--- src/rtl/command_dispatcher_if.sv ---
// Command-stream and draw-request signals between the command processor,
// the dispatcher and the raster front end.
interface command_dispatcher_if #(
  parameter int ADDR_WIDTH  = 32,
  parameter int COUNT_WIDTH = 16
);
  logic                   aCommandReady;
  logic [15:0]            aCommand;
  logic [15:0]            aCommandData;
  logic                   anOutCommandRequested;
  logic                   anOutDrawValid;
  logic [ADDR_WIDTH-1:0]  anOutDrawAddr;
  logic [COUNT_WIDTH-1:0] anOutDrawCount;
  logic [31:0]            anOutDrawColor;
  logic                   aDrawAccept;
  logic                   aDrawBusy;
  logic                   anOutBusy;
  logic                   anOutDone;
  logic                   anOutError;

  modport master (
    input  aCommandReady, aCommand, aCommandData, aDrawAccept, aDrawBusy,
    output anOutCommandRequested, anOutDrawValid, anOutDrawAddr,
           anOutDrawCount, anOutDrawColor, anOutBusy, anOutDone, anOutError
  );

  modport slave (
    output aCommandReady, aCommand, aCommandData, aDrawAccept, aDrawBusy,
    input  anOutCommandRequested, anOutDrawValid, anOutDrawAddr,
           anOutDrawCount, anOutDrawColor, anOutBusy, anOutDone, anOutError
  );
endinterface

--- src/rtl/command_dispatcher.sv ---
// Decodes the command processor's opcode stream, accumulates draw state and
// issues draw requests to the raster front end over a valid/accept handshake.
module command_dispatcher #(
  parameter int ADDR_WIDTH  = 32,
  parameter int COUNT_WIDTH = 16
) (
  input logic                  aClock,
  input logic                  aReset,
  command_dispatcher_if.master bus
);

  localparam logic [15:0] OP_NOP          = 16'h0000;
  localparam logic [15:0] OP_END          = 16'h0001;
  localparam logic [15:0] OP_SET_ADDR_LO  = 16'h0002;
  localparam logic [15:0] OP_SET_ADDR_HI  = 16'h0003;
  localparam logic [15:0] OP_SET_COUNT    = 16'h0004;
  localparam logic [15:0] OP_SET_COLOR_LO = 16'h0005;
  localparam logic [15:0] OP_SET_COLOR_HI = 16'h0006;
  localparam logic [15:0] OP_DRAW         = 16'h0007;
  localparam logic [15:0] OP_WAIT_IDLE    = 16'h0008;

  typedef enum logic [2:0] {
    S_IDLE,
    S_FETCH,
    S_DECODE,
    S_DRAW,
    S_WAIT,
    S_DONE
  } state_t;

  state_t                 r_state;
  state_t                 w_next;
  logic [15:0]            r_cmd;
  logic [15:0]            r_data;
  logic [ADDR_WIDTH-1:0]  r_addr;
  logic [COUNT_WIDTH-1:0] r_count;
  logic [31:0]            r_color;
  logic                   r_error;
  logic                   w_req;
  logic                   w_valid;
  logic                   w_done;
  logic                   w_set_err;
  logic                   w_clr_err;

  // Upper address bits come from the operand, truncated to the bus width.
  function automatic logic [ADDR_WIDTH-1:0] f_addr_hi(
    input logic [ADDR_WIDTH-1:0] a,
    input logic [15:0]           d
  );
    logic [ADDR_WIDTH+15:0] t;
    t       = {{ADDR_WIDTH{1'b0}}, d} << 16;
    t[15:0] = a[15:0];
    return t[ADDR_WIDTH-1:0];
  endfunction

  always_comb begin
    w_next    = r_state;
    w_req     = 1'b0;
    w_valid   = 1'b0;
    w_done    = 1'b0;
    w_set_err = 1'b0;
    w_clr_err = 1'b0;
    case (r_state)
      S_IDLE: begin
        if (bus.aCommandReady) begin
          w_next    = S_FETCH;
          w_clr_err = 1'b1;
        end
      end
      S_FETCH: begin
        if (bus.aCommandReady) begin
          w_req  = 1'b1;
          w_next = S_DECODE;
        end
      end
      S_DECODE: begin
        w_next = S_FETCH;
        case (r_cmd)
          OP_NOP, OP_SET_ADDR_LO, OP_SET_ADDR_HI, OP_SET_COUNT,
          OP_SET_COLOR_LO, OP_SET_COLOR_HI: w_next = S_FETCH;
          OP_DRAW:      if (r_count != '0) w_next = S_DRAW;
          OP_WAIT_IDLE: w_next = S_WAIT;
          OP_END: begin
            w_done = 1'b1;
            w_next = S_DONE;
          end
          default:      w_set_err = 1'b1;
        endcase
      end
      S_DRAW: begin
        w_valid = 1'b1;
        if (bus.aDrawAccept) w_next = S_FETCH;
      end
      S_WAIT: begin
        if (!bus.aDrawBusy) w_next = S_FETCH;
      end
      // Leaving only once the processor drops ready avoids re-fetching past END.
      S_DONE: begin
        if (!bus.aCommandReady) w_next = S_IDLE;
      end
      default: w_next = S_IDLE;
    endcase
  end

  always_ff @(posedge aClock) begin
    if (aReset) begin
      r_state <= S_IDLE;
      r_error <= 1'b0;
    end else begin
      r_state <= w_next;
      if (w_clr_err)      r_error <= 1'b0;
      else if (w_set_err) r_error <= 1'b1;
    end
  end

  always_ff @(posedge aClock) begin
    if (r_state == S_FETCH && bus.aCommandReady) begin
      r_cmd  <= bus.aCommand;
      r_data <= bus.aCommandData;
    end
  end

  // Draw state only changes in DECODE, so it is frozen while a draw is offered.
  always_ff @(posedge aClock) begin
    if (aReset) begin
      r_addr  <= '0;
      r_count <= '0;
      r_color <= '0;
    end else if (r_state == S_DECODE) begin
      case (r_cmd)
        OP_SET_ADDR_LO:  r_addr[15:0]   <= r_data;
        OP_SET_ADDR_HI:  r_addr         <= f_addr_hi(r_addr, r_data);
        OP_SET_COUNT:    r_count        <= COUNT_WIDTH'(r_data);
        OP_SET_COLOR_LO: r_color[15:0]  <= r_data;
        OP_SET_COLOR_HI: r_color[31:16] <= r_data;
        default: ;
      endcase
    end
  end

  assign bus.anOutCommandRequested = w_req;
  assign bus.anOutDrawValid        = w_valid;
  assign bus.anOutDrawAddr         = r_addr;
  assign bus.anOutDrawCount        = r_count;
  assign bus.anOutDrawColor        = r_color;
  assign bus.anOutBusy             = (r_state != S_IDLE);
  assign bus.anOutDone             = w_done;
  assign bus.anOutError            = r_error;

endmodule

--- src/flat_wrapper.sv ---
// flat-port wrapper written by rule: the top's interface ports become plain ports
module command_dispatcher_flat 
#(
  parameter int ADDR_WIDTH  = 32,
  parameter int COUNT_WIDTH = 16
)
  (aClock, aReset, bus_aCommandReady, bus_aCommand, bus_aCommandData, bus_aDrawAccept, bus_aDrawBusy, bus_anOutCommandRequested, bus_anOutDrawValid, bus_anOutDrawAddr, bus_anOutDrawCount, bus_anOutDrawColor, bus_anOutBusy, bus_anOutDone, bus_anOutError);
  command_dispatcher_if #(.ADDR_WIDTH(ADDR_WIDTH), .COUNT_WIDTH(COUNT_WIDTH)) bus_i ();
  input logic aClock;
  input logic aReset;
  input wire logic [$bits(bus_i.aCommandReady)-1:0] bus_aCommandReady;
  input wire logic [$bits(bus_i.aCommand)-1:0] bus_aCommand;
  input wire logic [$bits(bus_i.aCommandData)-1:0] bus_aCommandData;
  input wire logic [$bits(bus_i.aDrawAccept)-1:0] bus_aDrawAccept;
  input wire logic [$bits(bus_i.aDrawBusy)-1:0] bus_aDrawBusy;
  output wire logic [$bits(bus_i.anOutCommandRequested)-1:0] bus_anOutCommandRequested;
  output wire logic [$bits(bus_i.anOutDrawValid)-1:0] bus_anOutDrawValid;
  output wire logic [$bits(bus_i.anOutDrawAddr)-1:0] bus_anOutDrawAddr;
  output wire logic [$bits(bus_i.anOutDrawCount)-1:0] bus_anOutDrawCount;
  output wire logic [$bits(bus_i.anOutDrawColor)-1:0] bus_anOutDrawColor;
  output wire logic [$bits(bus_i.anOutBusy)-1:0] bus_anOutBusy;
  output wire logic [$bits(bus_i.anOutDone)-1:0] bus_anOutDone;
  output wire logic [$bits(bus_i.anOutError)-1:0] bus_anOutError;
  assign bus_i.aCommandReady = bus_aCommandReady;
  assign bus_i.aCommand = bus_aCommand;
  assign bus_i.aCommandData = bus_aCommandData;
  assign bus_i.aDrawAccept = bus_aDrawAccept;
  assign bus_i.aDrawBusy = bus_aDrawBusy;
  assign bus_anOutCommandRequested = bus_i.anOutCommandRequested;
  assign bus_anOutDrawValid = bus_i.anOutDrawValid;
  assign bus_anOutDrawAddr = bus_i.anOutDrawAddr;
  assign bus_anOutDrawCount = bus_i.anOutDrawCount;
  assign bus_anOutDrawColor = bus_i.anOutDrawColor;
  assign bus_anOutBusy = bus_i.anOutBusy;
  assign bus_anOutDone = bus_i.anOutDone;
  assign bus_anOutError = bus_i.anOutError;
  command_dispatcher #(.ADDR_WIDTH(ADDR_WIDTH), .COUNT_WIDTH(COUNT_WIDTH)) u_core (.aClock(aClock), .aReset(aReset), .bus(bus_i));
endmodule
--- config.mk ---
export PLATFORM = sky130hd
export DESIGN_NAME = command_dispatcher_flat
export DESIGN_NICKNAME = d
export VERILOG_FILES = /design/src/rtl/command_dispatcher_if.sv /design/src/rtl/command_dispatcher.sv /design/src/flat_wrapper.sv
export SDC_FILE = /design/constraint.sdc
export NUM_CORES = 1
export LEC_CHECK = 0
export ABC_AREA = 1
export CAP_MARGIN = 10
export CORE_MARGIN = 2
export CORE_UTILIZATION = 47
export DETAILED_ROUTE_END_ITERATION = 16
export PLACE_DENSITY_LB_ADDON = 0.15
export SYNTH_ARGS = -nofsm -noshare
export SYNTH_HDL_FRONTEND = slang
export SYNTH_SLANG_ARGS = --single-unit
--- constraint.sdc ---
create_clock -name aClock -period 3.1 [get_ports aClock]
set_clock_uncertainty 0.2 [all_clocks]
set_input_delay 0.62 -clock aClock [delete_from_list [all_inputs] [get_ports aClock]]
set_output_delay 0.62 -clock aClock [all_outputs]
set_load 0.01 [all_outputs]
* Word level (Yosys, flattened, before mapping)
Index checks and enable logic that the tools add are counted.
** Storage, ports and cells
- Bits in registers :: 116
- Latch bits :: 0
- Memory bits (writable) :: 0
- Bits in read-only memories :: 0
- Input bits :: 37
- Output and inout bits :: 85
- Word-level logic and storage cells :: 56
- Memories kept :: 0
** Operators by class
- $add $sub $neg :: 0
- $mul :: 0
- Divide/modulo/power cells :: 0
- Order comparisons :: 0
- Eq/ne operators :: 18
- Shifts and indexed selects :: 0
- Multiplexer cells :: 16
- Bitwise operators :: 0
- Reductions and logical operators :: 13
** Operators by type and width (count)
- $eq A16 B3 Y1 const B :: 4
- $eq A16 B2 Y1 const B :: 2
- $pmux W3 S6 :: 1
- $eq A16 B1 Y1 const B :: 1
- $eq A16 B4 Y1 const B :: 1
- $logic_not A16 Y1 :: 1
- $reduce_bool A16 Y1 :: 1
- $mux W3 :: 5
- $ne A2 B2 Y1 const B :: 5
- $reduce_and A2 Y1 :: 5
- $pmux W3 S3 :: 1
- $reduce_or A9 Y1 :: 1
- $mux W1 :: 8
- $eq A3 B2 Y1 const B :: 2
- $eq A3 B3 Y1 const B :: 2
- $reduce_and A5 Y1 :: 1
- $eq A3 B1 Y1 const B :: 1
- $logic_not A3 Y1 :: 1
- $reduce_bool A3 Y1 :: 1
- $mux W2 :: 1
- $reduce_or A2 Y1 :: 1
- $logic_and A1 B1 Y1 :: 1

* Longest topological paths before layout
Gate-level depths: netlist of the first run.
- Depth in word-level cells :: 4
- Depth in mapped cells :: 10
- Gate-level depth less buffers :: 9

* Worst setup path before layout of the first run
OpenSTA, ideal clock, no wires.
- Path type :: in2out
- Start point :: input bus_aCommandReady
- End point :: output bus_anOutCommandRequested
- Arrival time :: 2.159 ns
- Required time :: 2.280 ns
- Slack :: 0.121 ns
- Stages :: 2
- Buffers on the path :: 0
- Cell sequence :: inv_1 > nor2_1
** Between the ends
- Word-level cells in the longest chain between the ends :: 2
** Ends and longest elaborated chain
- start, declared :: RTL line flat_wrapper.sv:11 : input wire logic [$bits(bus_i.aCommandReady)-1:0] bus_aCommandReady;
- $mux W1 :: RTL line command_dispatcher.sv:71 : if (bus.aCommandReady) begin
- $mux W1 :: RTL line command_dispatcher.sv:63 : case (r_state)
- end, declared :: RTL line flat_wrapper.sv:16 : output wire logic [$bits(bus_i.anOutCommandRequested)-1:0] bus_anOutCommandRequested;
No other way between the ends.

* Worst setup path after layout of the first run
- Start point :: register u_core.r_cmd[5]
- End point :: output bus_anOutDone
** Between the ends
- Word-level cells in the longest chain between the ends :: 3
** Ends and longest elaborated chain
- start, declared :: RTL line command_dispatcher.sv:33 : logic [15:0] r_cmd;
- start signal, assigned :: RTL line command_dispatcher.sv:118 : r_cmd <= bus.aCommand;
- $eq A16 B1 Y1 :: RTL line command_dispatcher.sv:78 : case (r_cmd)
- $mux W1 :: RTL line command_dispatcher.sv:78
- $mux W1 :: RTL line command_dispatcher.sv:63
- end, declared :: RTL line flat_wrapper.sv:22 : output wire logic [$bits(bus_i.anOutDone)-1:0] bus_anOutDone;
No other way between the ends.

==> metrics.txt, run 1 <==
Slew Limit Fails=0; TritonCTS clock tree=done; slowest cell delay on critical path=approximately 560 ps; total CTS buffers=17; xor/xnor share of the synthesized area=0%; sw frac=21.6%; Worst setup SP type=flop; reg2reg start=u_core.r_cmd[15]; Final #Nets=649; Slew HR=51.7%; P per Cell Area=578 mW/mm²; Yosys warning count=0; Final GP Congestion=0.939; Iter 0 DRT Violations=between 200 and 300; I/O pin count=about 120; total power=3.57 mW; Clock Power Share=51.5%; hold path start=u_core.bus.anOutDrawColor[19]; antenna-violating nets left=0; R2R depth=8; status=completed; die area=0.00996 mm²; post-CTS setup buffer count=0; sequential fraction of the synthesis area=just over 60%; GRT Overall Usage=24.8%; routed wire length=about 12000 µm; most frequent CP cell=nand2_1; Util after Layout=70.1%; crit end category=primary output; clock-pin slew on the worst setup and hold paths=60 ps; Setup CP Type=reg -> out; largest family of logic cells by synthesized area=simple AND/OR/NAND/NOR gates; global-route wire length before repair=18900 µm; placed inst area=0.00560 mm²; Max Fclk=~350 MHz; Max Fanout on Critical Path=4; R2R Setup Slk=830 ps; Placed Instances=between 700 and 800; Root Buffer=clkbuf_8; drt pass-1 iters=5; peak supply drop=0.337 mV; Vias/cell=5.22; clk_lat worst skew=about 510 ps; RSZ-0062 raised after global routing=no; worst setup margin=210 ps; ANT cells=0; hold path depth=2; Die W=99.8 µm; Max-cap violations=0; FF+latch count, synth=~120; Syn Area/Cell=between 8 and 9 µm²; initial antenna violation count=0; Final Hold Viols=0; largest net degree at the start of global routing=46; hold slack=261 ps; Final Instance Area=0.00617 mm²; GRT overflow=0; Worst Max-Slew Pin Slew=723 ps; final setup fails=0; # clock sinks=116; Synth area leader=dfxtp_1; number of global-route vias before repair=3817; Synth Area in Compound Gates=about 15%; Post-Synthesis Cells=slightly below 500; most frequent cells in the layout=clkdlybuf4s50_1, nand2_1, a21oi_1, dfxtp_1, o21ai_0; mapped cell area=~0.0043 mm²; Pleak=roughly 2.3 nW; critical path required time=around 2300 ps; post-synthesis adder-cell area fraction=0%; post-synthesis mux area share=0%; layout cell share with drive strength beyond 1=7.52%; num rows=34; Hold WC Path Type=reg -> reg; vias=3823; Cell Int Power=about 2.8 mW; DP HPWL=7920 µm; Die Ht=99.8 µm; Core Box Area=0.00881 mm²; cells along the critical path=inv_1 -> nand2_1 -> nor2_1 -> nand2_1 -> nor3_2 -> clkdlybuf4s50_1; Initial Util=49.0%; Synth area leaders=dfxtp_1, edfxtp_1, nand2_1; synth unique cells=19; Area Overhead vs Synth=43.2%; H-tree depth=4; share of the synthesized area in the top cell type=39.0%; Psw=approximately 770 µW; crit path DAT=approximately 2100 ps; pre-CTS WS=roughly 390 ps; worst r2r dst=u_core.bus.anOutDrawColor[7]; TNS Setup=0 ps; part of the power in combinational logic=3.6%; DRC Markers=0; most common cell after layout, fill and taps aside=clkdlybuf4s50_1; crit share post-route=slightly above 90%; clock buffer depth=2; WHS Endpoint=u_core.bus.anOutDrawColor[19]; Synth Area in Simple Gates=between 10% and 20%; syn nets=525; post-layout min period=2890 ps; per-cell routed wire length=16.1 µm; IO Port Bufs=between 100 and 150; register share of total power=44.9%; final std cells w/o fill=733; critical path's slowest cell=clkdlybuf4s50_1
==> sequential cells by signal (all words and copies together), names as in the netlist <==
signal and cells:
u_core.bus.anOutDrawAddr 32, u_core.bus.anOutDrawColor 32, u_core.bus.anOutDrawCount 16, u_core.bus.anOutError 1
u_core.r_cmd 16, u_core.r_data 16, u_core.r_state 3
==> timing repair <==
| action | in CTS | in global routing |
|---|---|---|
| setup endpoints to repair | 0 | 1 |
| hold buffers | 0 | 0 |
| gates resized for setup | 0 | 1 |
==> layer usage <==
layer  vias up  track usage, %  wire length (µm)
li1       1855               -                 -
met1      1778            31.3              4900
met2       171            41.5              5780
met3        19            5.50               940
met4         0            9.80               221
met5         -               0                 0
==> logic make-up after synthesis <==
group	Yosys count
and+or+nand+nor	182
AOI/OAI and AO/OA	126
DFF	116
buffers and inverters	64
==> area by class of cell <==
cell class / instances / area [µm²]
multi-input combinational: 308 / 1420
timing repair buffer: 126 / 1250
clock inverter: 11 / 96.3
clock buffer: 21 / 472
sequential: 116 / 2640
inverter: 43 / 164
tap: 108 / 135
fill: 677 / 2630
==> worst max path at each step <==
| stage | start | to | cells after the start |
|---|---|---|---|
| after global placement | bus_aCommandReady | bus_anOutCommandRequested | 4 |
| after global routing | u_core.r_cmd[4] | bus_anOutDone | 6 |
| after floorplan | bus_aCommandReady | bus_anOutCommandRequested | 2 |
| after CTS | u_core.r_cmd[5] | bus_anOutDone | 6 |
| after detailed placement | bus_aCommandReady | bus_anOutCommandRequested | 4 |
| final | u_core.r_cmd[5] | bus_anOutDone | 6 |
==> power groups by stage <==
| stage | clock, mW | combinational, mW | sequential, mW |
|---|---|---|---|
| after global routing | 1.94 | 0.138 | 1.61 |
| after detailed placement | 0 | 0.125 | 1.64 |
| after global placement | 0 | 0.122 | 1.63 |
| after CTS | 1.86 | 0.126 | 1.60 |
| final | 1.84 | 0.127 | 1.60 |
| after floorplan | 0 | 0.0563 | 1.63 |
==> critical path, delay by kind of cell, from the launching register on <==
family	cells	cell delay, ps
buffers and inverters	2	620
and+or+nand+nor	4	550
DFF	1	380
==> cells in the mapped netlist, drive strengths merged <==
master,n
nand2,116
nand3,19
o21ai,41
dfxtp,84
buf,9
a21oi,84
nor3,4
o21bai,1
nor2,41
inv,43
edfxtp,32
nand4,2
clkbuf,12
(Power assumes the default switching activity.)
==> run 2: changes to the inputs <==
- CORE_ASPECT_RATIO: default -> 0.8
==> run 2 against run 1 <==
Net effect:
- final area increased by 0.69%
- sequential cell count unchanged
- clock power increased by 8%
- combinational power about the same
- non-clock buffer count unchanged
- maximum frequency increased by 3.2%
- final cell count increased by 0.95%
- critical path depth unchanged
- die area about the same
- utilization decreased by 1.0 points
- highest routed layer unchanged
==> metrics.txt, run 2 (synthesis results as in run 1) <==
Slew HR=52.2% (+0.43 points); peak supply drop=0.359 mV (+6.5%); num rows=31 (-8.8%); post-CTS setup buffer count=0 (unchanged); layout cell share with drive strength beyond 1=7.68% (+0.16 points); Hold WC Path Type=reg -> reg; per-cell routed wire length=16.3 µm (+0.79%); Post-CTS Resized=0 (unchanged); DP HPWL=7970 µm (+0.67%); GRT Overall Usage=24.2% (-0.57 points); part of the power in combinational logic=3.4% (-0.2 points); Pleak=2.30 nW (+1.0%); hold path depth=2 (unchanged); clock-pin slew on the worst setup and hold paths=60 ps (about the same); register share of total power=43.2% (-1.7 points); R2R Setup Slk=840 ps (about the same); Core Box Area=0.00900 mm² (+2.2%); Die W=111 µm (+11%); Psw=790 µW (+2.3%); H-tree depth=4 (unchanged); Worst setup SP type=flop; sw frac=21.2% (-0.38 points); TritonCTS clock tree=done; crit end category=primary output; crit path DAT=1980 ps (-90 ps); status=completed; P per Cell Area=598 mW/mm² (+3.4%); drt pass-1 iters=5 (unchanged); largest net degree at the start of global routing=46 (unchanged); vias=3891 (+1.8%); final setup fails=0 (unchanged); crit share post-route=90.4% (-2.9 points); Setup CP Type=reg -> out; Clock Power Share=53.4% (+1.9 points); DRC Markers=0 (unchanged); Cell Int Power=2.93 mW (+4.7%); Final Hold Viols=0 (unchanged); post-layout min period=2800 ps (-89.1 ps); Vias/cell=5.26 (+0.82%); global-route wire length before repair=18200 µm (-4.0%); Max Fanout on Critical Path=4 (unchanged); placed inst area=0.00561 mm² (+0.16%); RSZ-0062 raised after global routing=no; Max Fclk=357 MHz (+3.2%); number of global-route vias before repair=3676 (-3.7%); worst r2r dst=u_core.bus.anOutDrawColor[8]; die area=0.00996 mm² (about the same); most common cell after layout, fill and taps aside=clkdlybuf4s50_1; total CTS buffers=17 (unchanged); Final Instance Area=0.00622 mm² (+0.69%); IO Port Bufs=121 (unchanged); routed wire length=12000 µm (+1.7%); Post-CTS Hold Fix Bufs=0 (unchanged); Max-cap violations=0 (unchanged); clock buffer depth=2 (unchanged); I/O pin count=122 (unchanged); Area Overhead vs Synth=44.2%; Root Buffer=clkbuf_16; Final GP Congestion=0.839 (-11%); reg2reg start=u_core.r_cmd[12]; GRT overflow=0 (unchanged); Iter 0 DRT Violations=289 (+10%); Slew Limit Fails=0 (unchanged); Initial Util=47.9% (-1.0 points); WHS Endpoint=u_core.bus.anOutError; antenna-violating nets left=0 (unchanged); R2R depth=8 (unchanged); critical path required time=2280 ps (about the same); clk_lat worst skew=410 ps (-100 ps); most frequent cells in the layout=clkdlybuf4s50_1, nand2_1, a21oi_1, dfxtp_1, o21ai_0; hold path start=u_core.bus.anOutError; Worst Max-Slew Pin Slew=717 ps (-6.45 ps); initial antenna violation count=0 (unchanged); Final #Nets=649 (unchanged); # clock sinks=116 (unchanged); TNS Setup=0 ps (unchanged); ANT cells=0 (unchanged); Die Ht=89.7 µm (-10%)
## run 2: worst max path at each step
stage / from / end / slack (ps) / depth (start not counted)
floorplan: bus_aCommandReady / bus_anOutCommandRequested / 120 / 2
global placement: bus_aCommandReady / bus_anOutCommandRequested / 370 / 4
detailed placement: bus_aCommandReady / bus_anOutCommandRequested / 360 / 4
CTS: u_core.r_cmd[5] / bus_anOutDone / 270 / 6
global route: u_core.r_cmd[5] / bus_anOutDone / 90 / 6
finish: u_core.r_cmd[5] / bus_anOutDone / 300 / 6
## run 2: power by group through the flow
stage | clock network, mW | logic (mW) | registers (mW)
6_report | 1.99 | 0.128 | 1.60
5_1_grt | 2.07 | 0.139 | 1.61
4_1_cts | 2.00 | 0.128 | 1.60
3_5_place_dp | 0 | 0.127 | 1.64
3_3_place_gp | 0 | 0.123 | 1.63
2_1_floorplan | 0 | 0.0563 | 1.63
## run 2: cell type report
| class | instances | area, µm² |
|---|---|---|
| clock buffers | 22 | 489 |
| clock inverters | 10 | 118 |
| fillers | 721 | 2780 |
| inverters | 43 | 164 |
| multi-input cells | 308 | 1410 |
| flip-flops and latches | 116 | 2640 |
| well taps | 115 | 144 |
| repair buffers | 126 | 1250 |
## run 2: worst max-delay path, stage by stage, from the launching register on
cell and delay (ps):
edfxtp_1 390, inv_1 60, nand2_1 40, nor2_1 210, nand2_1 100, nor3_1 200
clkdlybuf4s50_1 570
## run 2: per-stage QoR
| step | setup WS (ps) | hold slack, ps | util (%) | power (mW) | cells |
|---|---|---|---|---|---|
| 2_1_floorplan | 121 | 272 | - | 1.68 | 488 |
| 3_3_place_gp | 369 | 241 | 62.3 | 1.76 | 708 |
| 3_5_place_dp | 364 | 248 | 62.3 | 1.76 | 708 |
| 4_1_cts | 268 | 254 | 69.1 | 3.73 | 740 |
| 5_1_grt | 90.7 | 264 | 69.1 | 3.81 | 740 |
| 6_report | 299 | 249 | 69.1 | 3.72 | 740 |
## run 2: metal layers
metal / track usage, % / wire (µm) / vias to the layer above
met3: 7.18 / 1010 / 22
li1: - / - / 1854
met4: 10.8 / 219 / 0
met1: 29.7 / 5120 / 1820
met5: 0 / 0 / -
met2: 40.7 / 5690 / 195
==> run 3: changes to the inputs <==
- ABC_CLOCK_PERIOD_IN_PS: default -> 3100
- CORE_MARGIN: 2 -> 10
==> run 3 against run 2 <==
Net effect:
- non-clock buffer count is the same
- utilization increased by 0.32 points
- global-route usage is 5.1 points lower
- final cell count shrank 0.14%
- highest routed layer unchanged
- combinational power is essentially flat
- clock-buffer cell count fell by 2
- sequential power hardly changed
==> metrics.txt, run 3 (synthesis results as in run 1) <==
status=completed; R2R depth=7 (-1); Slew Limit Fails=0 (unchanged); Setup CP Type=reg -> out; Final #Nets=649 (unchanged); IO Port Bufs=121 (unchanged); placed inst area=0.00561 mm² (unchanged); global-route wire length before repair=20400 µm (+12%); final setup fails=0 (unchanged); DP HPWL=8880 µm (+11%); layout cell share with drive strength beyond 1=7.85% (+0.17 points); drt pass-1 iters=6 (+1); fillers=713 (-1.1%); Post-CTS Resized=0 (unchanged); vias=3850 (-1.1%); Pleak=2.31 nW (+0.72%); hold path depth=2 (unchanged); H-tree depth=4 (unchanged); ANT cells=0 (unchanged); GRT Overall Usage=19.1% (-5.1 points); Max-cap violations=0 (unchanged); routed wire length=12900 µm (+7.4%); Slew HR=51.3% (-0.83 points); post-CTS setup buffer count=0 (unchanged); clock-pin slew on the worst setup and hold paths=60 ps (about the same); most frequent cells in the layout=clkdlybuf4s50_1, nand2_1, a21oi_1, dfxtp_1, o21ai_0; TritonCTS clock tree=done; crit share post-route=91.3% (+0.91 points); hold slack=261 ps (+12.2 ps); crit path DAT=2010 ps (+30 ps); critical path required time=2280 ps (about the same); I/O pin count=122 (unchanged); clock buffer depth=2 (unchanged); die area=0.0134 mm² (+35%); GRT overflow=0 (unchanged); RSZ-0062 raised after global routing=no; clk_lat worst skew=410 ps (about the same); Iter 0 DRT Violations=346 (+20%); antenna-violating nets left=0 (unchanged); Post-CTS Hold Fix Bufs=0 (unchanged); largest net degree at the start of global routing=46 (unchanged); DRC Markers=0 (unchanged); Die Ht=106 µm (+18%); # clock sinks=116 (unchanged); Max Fclk=353 MHz (-1.0%); Max Fanout on Critical Path=4 (unchanged); number of global-route vias before repair=3877 (+5.5%); crit end category=primary output; most common cell after layout, fill and taps aside=clkdlybuf4s50_1; Area Overhead vs Synth=44.8%; per-cell routed wire length=17.5 µm (+7.5%); num rows=31 (unchanged); Final Instance Area=0.00624 mm² (+0.46%); Die W=127 µm (+14%); TNS Setup=0 ps (unchanged); Core Box Area=0.00900 mm² (unchanged); Final Hold Viols=0 (unchanged); peak supply drop=0.404 mV (+13%); total CTS buffers=17 (unchanged); Worst Max-Slew Pin Slew=729 ps (+12.4 ps); total power=3.81 mW (+2.4%); post-layout min period=2830 ps (+28.3 ps); Initial Util=47.9% (unchanged); Vias/cell=5.21 (-0.92%); Worst setup SP type=flop; Final GP Congestion=0.817 (-2.6%); initial antenna violation count=0 (unchanged); Hold WC Path Type=reg -> reg; P per Cell Area=610 mW/mm² (+1.9%); Root Buffer=clkbuf_16
[run 3: through the flow]
stage,std cells,worst slack (ps),util (%)
floorplan,488,121,-
global placement,708,362,62.3
detailed placement,708,369,62.3
CTS,739,153,69.4
global route,739,70.7,69.4
finish,739,271,69.4
[run 3: layout make-up]
| cell class | instances | area (µm²) | area share [%] |
|---|---|---|---|
| clock buffer | 20 | 489 | 7.83 |
| clock inverter | 11 | 144 | 2.30 |
| inverter | 43 | 164 | 2.62 |
| multi-input combinational | 308 | 1410 | 22.6 |
| sequential | 116 | 2640 | 42.3 |
| tap | 115 | 144 | 2.30 |
| timing repair buffer | 126 | 1250 | 20.0 |
[run 3: critical path, stage by stage (launching register included)]
cell	delay [ps]
edfxtp_1	390
inv_1	60
nand2_1	60
nor2_2	190
nand2_1	120
nor3_1	210
clkdlybuf4s50_1	570
[run 3: power by group]
group,switching (mW),total [mW],internal (mW)
Sequential,0.0233,1.61,1.58
Clock,0.696,2.07,1.38
Combinational,0.0673,0.128,0.0610
[run 3: worst paths after layout]
path                                                    start                             to  slack, ps
worst min-delay path            u_core.bus.anOutDrawColor[21]  u_core.bus.anOutDrawColor[21]        260
worst min register to register  u_core.bus.anOutDrawColor[21]  u_core.bus.anOutDrawColor[21]        260
worst max-delay path                          u_core.r_cmd[4]                  bus_anOutDone        270
worst max register to register               u_core.r_cmd[10]   u_core.bus.anOutDrawCount[9]        900
[run 3: layer usage]
layer | share of wire (%) | wire length [µm] | track usage, % | up-vias
met1 | 40 | 5160 | 22.8 | 1794
met5 | 0 | 0 | 0 | -
met3 | 11 | 1460 | 8.36 | 23
li1 | - | - | - | 1858
met4 | 2.1 | 266 | 7.14 | 0
met2 | 47 | 6050 | 29.8 | 175
==> edit 1, RTL diff (flow settings as in run 3) <==
Make the reset (`aReset`) asynchronous in 2 clocked blocks.
--- a/src/rtl/command_dispatcher.sv
+++ b/src/rtl/command_dispatcher.sv
@@ -104,3 +104,3 @@
 
-  always_ff @(posedge aClock) begin
+  always_ff @(posedge aClock or posedge aReset) begin
     if (aReset) begin
@@ -123,3 +123,3 @@
   // Draw state only changes in DECODE, so it is frozen while a draw is offered.
-  always_ff @(posedge aClock) begin
+  always_ff @(posedge aClock or posedge aReset) begin
     if (aReset) begin
Function: differs if aReset is asserted again (counterexample within 4 cycles, from zero or initial values and one cycle with aReset high); with aReset held inactive, the same outputs for 10 cycles.
==> edit 1 against run 3 <==
- final area increased by 3.0%
- synthesized cell count decreased by 16%
- wire length is 9.3% lower
- critical path depth decreased by 2
- worst setup slack got worse by 79 ps
- highest routed layer unchanged
- sequential cell count is the same
- critical endpoint unchanged
- maximum frequency shrank 2.7%
- count of clock-buffer cells in the layout stayed put
- synthesized area rose by 5.6%
Power is not compared: it rests on default switching activity, and its combinational part moved more than twofold at a synthesized area within 25%.
==> edit 1: results (changes against run 3) <==
Status
  • Status: finished clean (unchanged)

Setup path
  • Arrival time at the worst endpoint: 2090 ps (was 2010 ps)
  • Critical Path Source: u_core.r_state[2]$_DFFE_PP0P_ (was u_core.r_cmd[4]$_DFFE_PP_)
  • Worst r2r dst: u_core.bus.anOutDrawColor[0]$_DFFE_PP0P_ (was u_core.bus.anOutDrawCount[9]$_SDFFE_PP0P_)
  • Max FO, Critical Path: 6 (was 4)
  • R2R cell count: 5 (was 7)
  • R2r setup slk: 880 ps (was 900 ps)

Drt
  • Metal3 WL: 1160 um (was 1460 um)
  • Met1 Wirelength: 5180 um (was 5160 um)
  • First-pass DRT Iterations: 5 (was 6)
  • Met2 routed WL: 5260 um (was 6050 um)
  • Drt initial violations: 331 (was 346)

Hold path
  • Hold depth: 1 (was 2)
  • Worst Hold Endpoint: u_core.bus.anOutDrawColor[7]$_DFFE_PP0P_ (was u_core.bus.anOutDrawColor[21]$_SDFFE_PP0P_)
  • Min-delay src: u_core.bus.anOutDrawColor[7]$_DFFE_PP0P_ (was u_core.bus.anOutDrawColor[21]$_SDFFE_PP0P_)

Place
  • Routability cong.: 0.854 (was 0.817)
  • Pre-CTS setup slack: 223 ps (was 369 ps)
  • Placed Area: 5840 um^2 (was 5610 um^2)

Timing
  • Max Fclk: 0.344 GHz (was 0.353 GHz)
  • Max-slew headroom: 0.491 (was 0.513)

GRT
  • Total GRT Usage: 0.176 (was 0.191)
  • First-pass GRT wire length: 18700 um (was 20400 um)
  • Largest net degree at the start of global routing: 59 (was 46)
  • Met3 Use GR: 0.0749 (was 0.0836)

Synthesis
  • Post-synth top flop: dfrtp_1 (was dfxtp_1)
  • Sequential share of the synthesized area: 0.673 (was 0.613)
  • Most instantiated cells after synthesis: nand2_1, dfrtp_1, o21a_1 (was nand2_1, a21oi_1, dfxtp_1)
  • Post-synthesis async set-or-reset flop share: 0.724 (was 0)
  • Largest cells by area after synthesis: dfrtp_1, edfxtp_1, nand2_1 (was dfxtp_1, edfxtp_1, nand2_1)

Finish
  • Fin nets: 578 (was 649)
==> edit 1: logic make-up (layout without fill, tap and decap cells) <==
group,count (synthesis),after routing,share of synthesized area
compound gates,87,87,0.122
simple gates,161,161,0.150
buf+inv,48,190,0.0552
flops,116,116,0.673
==> edit 1: metrics by stage <==
step / hold WS, ps / util / instances
final: 284 / 0.675 / 673
after global routing: 305 / 0.675 / 673
after CTS: 290 / 0.675 / 673
after detailed placement: 279 / 0.613 / 641
after global placement: 273 / 0.613 / 641
after floorplan: 320 / - / 412
==> edit 1: layout make-up <==
type | instances | area, um^2
Inverter | 33 | 125
Timing Repair Buffer | 125 | 1250
Multi-Input combinational cell | 248 | 1250
Fill cell | 725 | 3100
Tap cell | 119 | 149
Clock inverter | 12 | 125
Clock buffer | 20 | 468
Sequential cell | 116 | 3060
==> edit 1: report_power, final <==
part | switching [uW] | internal, uW | total, uW
registers | 41.3 | 1690 | 1730
clock network | 690 | 1250 | 1940
logic | 281 | 139 | 420
total | 1010 | 3080 | 4090
==> edit 2, RTL diff (flow settings as in run 3) <==
Without the edit above. `ADDR_WIDTH` is set to 32 in 3 places; all go to 40.
--- a/src/rtl/command_dispatcher_if.sv
+++ b/src/rtl/command_dispatcher_if.sv
@@ -3,3 +3,3 @@
 interface command_dispatcher_if #(
-  parameter int ADDR_WIDTH  = 32,
+  parameter int ADDR_WIDTH  = 40,
   parameter int COUNT_WIDTH = 16
--- a/src/rtl/command_dispatcher.sv
+++ b/src/rtl/command_dispatcher.sv
@@ -3,3 +3,3 @@
 module command_dispatcher #(
-  parameter int ADDR_WIDTH  = 32,
+  parameter int ADDR_WIDTH  = 40,
   parameter int COUNT_WIDTH = 16
--- a/src/flat_wrapper.sv
+++ b/src/flat_wrapper.sv
@@ -3,3 +3,3 @@
 #(
-  parameter int ADDR_WIDTH  = 32,
+  parameter int ADDR_WIDTH  = 40,
   parameter int COUNT_WIDTH = 16
Ports: changed (resized bus_anOutDrawAddr); port bits go from 122 to 130. The function was not compared with the original's and may differ.
==> edit 2 against run 3 <==
- final area is 1.9% higher
- global-route usage is 0.76 points lower
- sequential power hardly changed
- first-iteration DRC count is 6.4% lower
- wire length is 0.56% lower
- sequential cell count stayed put
- synthesized area is 4.6% higher
- highest routed layer unchanged
- largest cell class unchanged
- worst setup slack worse by 86 ps
- power is 5.3% lower
- worst hold slack worse by 17 ps
==> edit 2: results (changes against run 3) <==
CTS
  • Post-CTS Setup Bufs: 0 (unchanged)
  • CTS Buffer Depth: 2 (unchanged)
  • CTS buffer count: 17 (unchanged)
  • CTS root buf: clkbuf_16 (unchanged)
  • H-tree levels: 4 (unchanged)
  • Clock transition at path regs: 60 ps (about the same)
  • Post_cts resized: 0 (unchanged)
  • Clk_lat worst skew: 400 ps

Synthesis
  • Most instantiated cells after synthesis: nand2_1, dfxtp_1, inv_1 (was nand2_1, a21oi_1, dfxtp_1)
  • Post-synthesis async set-or-reset flop share: 0 (unchanged)
  • Distinct cells, synth: 21 (was 19)
  • Largest cells by area after synthesis: dfxtp_1, edfxtp_1, nand2_1 (unchanged)
  • Cells after Synth: 532 (was 488)
  • Sequential share of the synthesized area: 0.586 (was 0.613)
  • Post-synth EDFFs: 32 (unchanged)
  • Post-synth top flop: dfxtp_1 (unchanged)

Hold path
  • Min-delay src: u_core.bus.anOutDrawColor[3]$_SDFFE_PP0P_ (was u_core.bus.anOutDrawColor[21]$_SDFFE_PP0P_)
  • Hold Crit Class: reg2reg (unchanged)

Drt
  • Uppermost layer routed: met4 (unchanged)
  • Metal3 WL: 1380 um (was 1460 um)
  • Vias per cell: 5.00 (was 5.21)
  • Met2 routed WL: 5840 um (was 6050 um)
  • Routed WL per cell: 16.4 um (was 17.5 um)
  • Met1 Wirelength: 5500 um (was 5160 um)
  • Drt initial violations: 324 (was 346)
  • First-pass DRT Iterations: 5 (was 6)

Power and ir drop
  • Worst vdd ir: 0.000317 V (was 0.000404 V)
  • P_leak: 0.00236 uW (was 0.00231 uW)

GRT
  • Met3 Use GR: 0.0803 (was 0.0836)
  • Initial antenna violation count: 0 (unchanged)
  • Total GRT Usage: 0.183 (was 0.191)
  • GRT met2 Usage: 0.290 (was 0.298)
  • Met1 GRT Util: 0.222 (was 0.228)
  • Vias in the first global route: 3945 (was 3877)
  • First-pass GRT wire length: 20000 um (was 20400 um)
  • Overflow after GRT: 0 (unchanged)
  • Largest net degree at the start of global routing: 50 (was 46)

Status
  • Status: finished clean (unchanged)

Setup path
  • Max FO, Critical Path: 7 (was 4)
  • Worst r2r src: u_core.r_cmd[5]$_DFFE_PP_ (was u_core.r_cmd[10]$_DFFE_PP_)
  • Crit Path Category: reg2out (unchanged)
  • R2r setup slk: 750 ps (was 900 ps)
  • Slowest library cell on the worst path: clkdlybuf4s50_1 (unchanged)
  • Arrival time at the worst endpoint: 2090 ps (was 2010 ps)
  • Largest delay share family, worst path: buffers and inverters (unchanged)
  • Slowest stage delay, CP: 570 ps (about the same)

Finish
  • Fillers: 727 (was 713)
  • Layout cells sized above 1: 0.0674 (was 0.0785)
  • Cell Count, Final, Fillers Out: 783 (was 739)
  • Fin nets: 692 (was 649)
  • N_diodes: 0 (unchanged)

Place
  • Routability cong.: 0.860 (was 0.817)
  • DP Cell Count: 751 (was 708)
  • Dpl hpwl: 9020 um (was 8880 um)
  • I/O Buffers: 121 (unchanged)

Timing
  • Max-slew headroom: 0.462 (was 0.513)
[edit 2: cell types whose count changed in the layout (fill, tap and decap cells not counted), sizes merged, moves of 9 or more]
cell	change
nor3	+16
o21a	+16
nand2	-19
a21oi	-15
nand3	-9
nor2	+11
inv	+35
[edit 2: path summary, 6_finish.rpt]
check             depth (start not counted)                                        end
setup / recovery                          6                              bus_anOutDone
hold / removal                            2  u_core.bus.anOutDrawColor[3]$_SDFFE_PP0P_
setup reg to reg                          6  u_core.bus.anOutDrawAddr[16]$_SDFFE_PP0P_
hold reg to reg                           2  u_core.bus.anOutDrawColor[3]$_SDFFE_PP0P_
[edit 2: cell families after synthesis]
kind of cell / synth area share
AOI/OAI and AO/OA: 0.142
buffers and inverters: 0.102
DFF: 0.586
other: 0.000831
and+or+nand+nor: 0.169
[edit 2: area by class of cell]
cell class              instances  area [um^2]  share of cell area
well taps                     115          144              0.0226
multi-input cells             311         1440               0.226
flip-flops and latches        116         2640               0.415
clock inverters                13          135              0.0212
clock buffers                  19          433              0.0680
inverters                      80          300              0.0472
repair buffers                129         1270               0.200
[edit 2: worst reg2reg max path, delay by kind of cell (launching register included)]
| family | cells | cell delay, ps |
|---|---|---|
| DFF | 1 | 370 |
| and+or+nand+nor | 4 | 1210 |
| AOI/OAI and AO/OA | 2 | 530 |
[edit 2: stage by stage]
stage / area, um^2 / setup slack [ps] / utilization / hold slack (ps)
floorplan: 4540 / 121 / - / 268
global placement: 5800 / 329 / 0.631 / 234
detailed placement: 5800 / 338 / 0.631 / 238
CTS: 6370 / 176 / 0.693 / 246
global route: 6370 / 20.1 / 0.693 / 256
finish: 6370 / 185 / 0.693 / 244
[edit 2: where the power goes]
part	leakage, uW	internal (uW)	switching, uW
registers	0.000970	1580	23.2
logic	0.00113	61.8	73.4
clock network	0.000267	1180	689
